## config.mk

```make
export PLATFORM = sky130hd
export DESIGN_NAME = banco_registros_wb
export DESIGN_NICKNAME = d
export VERILOG_FILES = /design/src/rtl/banco_registros_wb.sv
export SDC_FILE = /design/constraint.sdc
export NUM_CORES = 2
export LEC_CHECK = 0
export BUFFER_PORTS_ARGS = -buffer_cell sky130_fd_sc_hd__buf_2
export CORE_UTILIZATION = 64
export CTS_CLUSTER_SIZE = 30
export DETAILED_ROUTE_END_ITERATION = 10
export GPL_TIMING_DRIVEN = 0
export HOLD_SLACK_MARGIN = 0.05
export MAX_ROUTING_LAYER = met4
export PLACE_DENSITY_LB_ADDON = 0.1
export SYNTH_ARGS = -nofsm -noshare
export SYNTH_HDL_FRONTEND = slang
export SYNTH_SLANG_ARGS = --single-unit
```

## constraint.sdc

```tcl
create_clock -name clk -period 2.7 [get_ports clk]
set_input_delay 0.405 -clock clk [delete_from_list [all_inputs] [get_ports clk]]
set_output_delay 0.405 -clock clk [all_outputs]
set_load 0.01 [all_outputs]
```

## src/rtl/banco_registros_wb.sv

```systemverilog
// Write-back latch and 32-entry register file with two forwarding read ports.
// Register 0 reads as zero; committed writes are counted for debug/DMA status.
module banco_registros_wb #(
  parameter int unsigned DATA_W = 32,
  parameter int unsigned ADDR_W = 5,
  parameter int unsigned CNT_W  = 16
) (
  input  logic              clk,
  input  logic              rst_n,
  input  logic [ADDR_W-1:0] dir_wr,
  input  logic [DATA_W-1:0] dato_wr,
  input  logic              reg_write,
  input  logic              stall,
  input  logic              flush,
  input  logic [ADDR_W-1:0] rs,
  input  logic [ADDR_W-1:0] rt,
  output logic [DATA_W-1:0] dato_rs,
  output logic [DATA_W-1:0] dato_rt,
  output logic              wb_pendiente,
  output logic [CNT_W-1:0]  num_escrituras
);

  localparam int unsigned     DEPTH = 2**ADDR_W;
  localparam logic [CNT_W-1:0] UNO  = 1;

  logic [DATA_W-1:0] regs [0:DEPTH-1];
  logic              wb_we;
  logic [ADDR_W-1:0] wb_dir;
  logic [DATA_W-1:0] wb_dato;
  logic [CNT_W-1:0]  cnt;
  logic              commit;

  // flush squashes both the write already latched and the one being captured
  assign commit = wb_we & ~flush;

  always_ff @(posedge clk or negedge rst_n) begin
    if (!rst_n) begin
      wb_we   <= 1'b0;
      wb_dir  <= '0;
      wb_dato <= '0;
    end else if (flush || stall) begin
      wb_we   <= 1'b0;
      wb_dir  <= '0;
      wb_dato <= '0;
    end else begin
      wb_we   <= reg_write && (dir_wr != '0);
      wb_dir  <= dir_wr;
      wb_dato <= dato_wr;
    end
  end

  always_ff @(posedge clk or negedge rst_n) begin
    if (!rst_n) begin
      for (int unsigned i = 0; i < DEPTH; i++) begin
        regs[i] <= '0;
      end
    end else if (commit) begin
      regs[wb_dir] <= wb_dato;
    end
  end

  always_ff @(posedge clk or negedge rst_n) begin
    if (!rst_n) begin
      cnt <= '0;
    end else if (commit) begin
      cnt <= cnt + UNO;
    end
  end

  always_comb begin
    dato_rs = regs[rs];
    if (rs == '0) begin
      dato_rs = '0;
    end else if (wb_we && (wb_dir == rs)) begin
      dato_rs = wb_dato;
    end
  end

  always_comb begin
    dato_rt = regs[rt];
    if (rt == '0) begin
      dato_rt = '0;
    end else if (wb_we && (wb_dir == rt)) begin
      dato_rt = wb_dato;
    end
  end

  assign wb_pendiente   = wb_we;
  assign num_escrituras = cnt;

endmodule
```

## After elaboration in Yosys (flattened, before gate mapping)

Cells that the tools add are included.

| word-level totals | value |
|---|---|
| word-level logic and storage cells | 72 |
| register bits | 1,078 |
| output and inout port bits | 81 |
| input bits | 52 |

| operators by class | value |
|---|---|
| multiplexer cells | 16 |
| reductions and logical operators | 8 |
| magnitude comparators | 4 |
| equality and inequality tests | 2 |
| $add $sub $neg | 1 |
| bitwise operators | 5 |

Operators by type and width:

| kind | number |
|---|---|
| $bwmux 1024 | 1 |
| $bmux 32 s5 | 2 |
| $mux 32 | 10 |
| $demux 32 s5 | 1 |
| $ge 6x6->1 const B | 3 |
| $not 5->6 | 3 |
| $add 16x1->16 const B | 1 |
| $eq 5x5->1 | 2 |
| $logic_not 5->1 | 2 |
| $lt 6x1->1 const B | 1 |
| $mux 5 | 1 |
| $reduce_bool 5->1 | 1 |
| $logic_and 1x1->1 | 4 |
| $and 1x1->1 | 1 |
| $logic_or 1x1->1 | 1 |
| $mux 1 | 1 |
| $not 1->1 | 1 |

## Depth between registers and ports, before layout

| depth | value |
|---|---|
| depth after elaboration | 6 |
| gate-level depth with buffers | 9 |
| depth with buffers taken out | 5 |

## Worst setup path after synthesis

Ideal clock, no wire load.

| timing path | value |
|---|---|
| path kind | input to output |
| from | in rt[1] |
| to | out dato_rt[26] |
| data arrival time | 2.000 ns |
| data required time | 2.295 ns |
| stages | 7 |
| buffers on the path | 4 |
| slack | 0.295 ns |
| path through | buf_2 > buf_2 > buf_2 > buf_2 > mux4_2 > a221oi_1 > o22ai_1 |

| on the way | value |
|---|---|
| longest elaborated chain between the ends | 6 |
| elaborated cells on any way between the ends | 9 |
| classes of those cells | eq/ne: 1; mux: 5; bitwise: 1; reduce/logical: 2 |

RTL lines:

| element | line | text |
|---|---|---|
| start: declaration | 16 | `input logic [ADDR_W-1:0] rt,` |
| $not 5->6 (implied by the code) | 80 | `dato_rt = regs[rt];` |
| $bmux 32 s5 | 80 |  |
| $mux 32 (implied by the code) (2 in series) | 80 |  |
| $mux 32 | 83 | `end else if (wb_we && (wb_dir == rt)) begin` |
| $mux 32 * | 81 | `if (rt == '0) begin` |
| end: declaration | 18 | `output logic [DATA_W-1:0] dato_rt,` |

Mark *: on every way between the ends. The rest lies on a longest branch, timed or not. The select of a mux whose other input is x is not followed.

## Worst setup path after layout

| timing path | value |
|---|---|
| from | reg regs[272] (netlist bit) |
| to | out dato_rt[16] |

| on the way | value |
|---|---|
| longest elaborated chain between the ends | 5 |

RTL lines:

| element | line | text |
|---|---|---|
| start: declaration | 26 | `logic [DATA_W-1:0] regs [0:DEPTH-1];` |
| start signal: indexed assignment | 58 | `regs[wb_dir] <= wb_dato;` |
| $bmux 32 s5 | 80 |  |
| $mux 32 (implied by the code) (2 in series) | 80 |  |
| $mux 32 | 83 |  |
| $mux 32 | 81 |  |

No other way between the ends. The select of a mux whose other input is x is not followed.

==> impl_metrics.toml <==
[timing]
worst_slew_pin_slew_ns = 1.20
max-slew-margin-rel_pct = 20.0
setup_viol = 381
rsz0062_at_grt = "true"
hold_violations = 0
finalSetupTns_ns = -43.71
max_freq_mhz = 296
slew_viol_final = 0
min_period_over_period_pct = 125
setup_ws_ns = -0.677
final.setup_skew_ns = 0.0258
period_minus_slack_ns = 3.38

[power]
ir_drop_v = 0.000661
leakage_nw = 32.0
swShare_pct = 28.0
power.density_nw_per_um2 = 546
power_switching_mw = 10.6
pwr-share-seq_pct = 44.0
clkPwrFrac_pct = 43.2
power.internal_mw = 27.2
pwr-share-comb_pct = 12.9

[worst_setup_path]
crit_chain = "mux4_2 -> mux2i_4 -> a2111oi_4 -> a311oi_4 -> a21oi_4 -> buf_2"
slowest_delay_ns = 0.53
end_kind = "primary output"
rr_worst_depth = 8
rrSetupSlack_ns = -0.15
r2r-start = "wb_pendiente"
worstSetupStartpoint = "regs[272]"
crit_arrival_ns = 2.97
path_class = "flop to primary output"
crit_path_max_fanout = 2
cp.required_ns = 2.30
start_kind = "flop"
crit_slowest_cell = "mux4_2"
r2r_end = "regs[474]"

[logic_synthesis]
synth_area_um2 = 57600
synth_async_sr_flop_share_pct = 100
synth.most_common_cell = "dfrtp_1"
yosysSeqAreaShare_pct = 46.8
synth_edf_count = 0
syn_nets = 4046
synth.avg_cell_area_um2 = 14.4
synth_area_leaders = "dfrtp_1 47%, mux2_2 19%, mux4_2 15%"
synthTopCellsByCount = "1,078 x dfrtp_1, 980 x mux2_2, 388 x mux4_2, 243 x mux2i_1, 169 x clkbuf_1"
synth.distinct_cells = 65
yosysWarnings = 0
yosysTopAreaCell = "dfrtp_1"
synthFlopType = "dfrtp_1"
synth_top_cell_area_share_pct = 46.8
ys_ff_latch = 1078
synth_cells = 3993

[finish]
drive_gt1_share_pct = 53.7
utilization_pct = 78.1
layout.nets = 4429
final_cells = 5646
area_growth_pct = 20.2

[drt]
vias = 46400
ant_nets = 0
via_per_inst = 8.21
routed_wl_um = 277000
drc = 0
first_iter_violations = 8615
drt-pass1-iter-count = 9
wl_per_cell_um = 49.1

[cts]
cts_root_buffer = "clkbuf_16"
clk_pin_slew_worst_paths_ns = 0.06
cts_tree = "yes"
cts.sink_count = 1078
ctsHtreeMaxLevel = 3
cts_made_buffers = 114
insertion_delay_ns = 0.75
clockBufferDepth = 3

[min_path]
worst_hold_path.num_cells = 5
min-delay-start = "flush"
hold_path.class = "input port to flop"
holdPathEnd = "num_escrituras[1]"

[grt]
grt_pass1_wl_um = 365000
grt_max_degree = 169
grt_pass1_vias = 44100
grt_overflow = 0
antenna_found_initial = 17
track_usage_pct = 62.3

[floorplan]
die-area_um2 = 91300
core_um2 = 88800
ios = 133
rows = 109
die_w_um = 302
fp.dieH_um = 302
initial_utilization_pct = 64.9

[placed_design]
portBuffers = 128
dpl_worst_slack_ns = -1.87
gp_congestion = 1.14
dp_hpwl_um = 183000
dp_cells = 5299

[run_status]
failed_checks = "setup timing"
status = "finished, violations left"

[flow_run]
max-cap-violations = 0
[worst max-delay path by stage]
| stage | endpoint | depth (start not counted) |
|---|---|---|
| finish | dato_rt[16] | 6 |
| global route | dato_rt[22] | 9 |
| CTS | dato_rt[16] | 7 |
| detailed placement | dato_rt[19] | 10 |
| global placement | regs[107] | 1 |
| floorplan | dato_rt[26] | 7 |
[critical path: cells and delay by family, from the launching register on]
kind	cells	cell delay (ns)
buffers and inverters	1	0.16
multiplexers	2	0.86
AO/OA/AOI/OAI	3	0.80
flip-flops	1	0.39
[per-layer routing]
metal	global-route usage [%]	vias to the layer above	wire [um]
li1	-	16300	-
met1	71.3	23600	90800
met2	74.8	4866	104000
met3	41.9	1608	53900
met4	47.5	0	28000
met5	-	-	0
[power by group through the flow]
stage	Combinational [mW]	Clock (mW)	Sequential, mW
floorplan	1.73	0	16.8
global placement	3.63	0	16.9
detailed placement	3.71	0	16.9
CTS	4.33	16.0	16.6
global route	4.75	16.7	16.6
finish	4.86	16.3	16.6
[per-stage QoR]
stage / instance area (um^2) / hold slack [ns] / total power [mW]
after floorplan: 57600 / 0.109 / 18.5
after global placement: 59700 / 0.455 / 20.5
after detailed placement: 60000 / 0.300 / 20.6
after CTS: 68400 / 0.264 / 37.0
after global routing: 69300 / 0.252 / 38.0
final: 69300 / 0.258 / 37.8
[area by class of cell]
class | count | area, um^2
buffer | 405 | 3860
clock buffer | 168 | 3410
fill | 5105 | 19500
tap | 1165 | 1460
multi-input combinational | 2498 | 30500
antenna | 23 | 57.6
timing repair buffer | 275 | 2630
inverter | 4 | 15.0
sequential | 1078 | 27000
clock inverter | 30 | 350
[kinds of logic (layout without fill, tap and decap cells)]
logic type | after synthesis | after routing | synth area share [%]
buffers and inverters | 418 | 882 | 4.12
other | 0 | 23 | 0
AOI/OAI and AO/OA | 530 | 530 | 6.62
and+or+nand+nor | 283 | 284 | 2.62
adders and majority gates | 1 | 1 | 0.0217
xor gates and xnor gates | 25 | 25 | 0.380
muxes | 1658 | 1658 | 39.4
DFF | 1078 | 1078 | 46.8
[cell usage in the layout (no fill, tap or decap), types with 23 or more instances in the layout]
cell type / netlist / routed
a21oi_1: 68 / 28
a21oi_4: 0 / 25
a221oi_1: 64 / 25
a221oi_2: 5 / 37
a22o_1: 51 / 42
a22oi_1: 71 / 59
and2_1: 41 / 39
buf_12: 8 / 48
buf_16: 0 / 26
buf_2: 141 / 164
buf_4: 37 / 101
buf_6: 40 / 86
buf_8: 5 / 39
clkbuf_1: 169 / 122
clkbuf_16: 0 / 129
clkbuf_4: 0 / 29
clkbuf_8: 0 / 50
dfrtp_1: 1078 / 1076
diode_2: 0 / 23
dlygate4sd3_1: 0 / 40
mux2_1: 47 / 47
mux2_2: 980 / 980
mux2i_1: 243 / 227
mux4_2: 388 / 388
nand2_1: 92 / 83
o211ai_1: 24 / 24
o21ai_0: 88 / 42
o21ai_1: 8 / 26
o22ai_1: 55 / 26
o22ai_2: 0 / 23
[flip-flops by register name (all words and copies together), names as in the netlist]
| register | flops |
|---|---|
| wb_dir | 5 |
| regs | 1024 |
| wb_pendiente | 1 |
| wb_dato | 32 |
| num_escrituras | 16 |
[repair_timing]
action                                   CTS  global route
hold buffers                              42             0
resized for setup                        823           139
pin swaps                                 39            38
gates cloned                              10             3
buffers inserted                          61            22
endpoints found under the setup margin  1020           432
endpoints found under the hold margin    150             0
(Power assumes the default switching activity.)
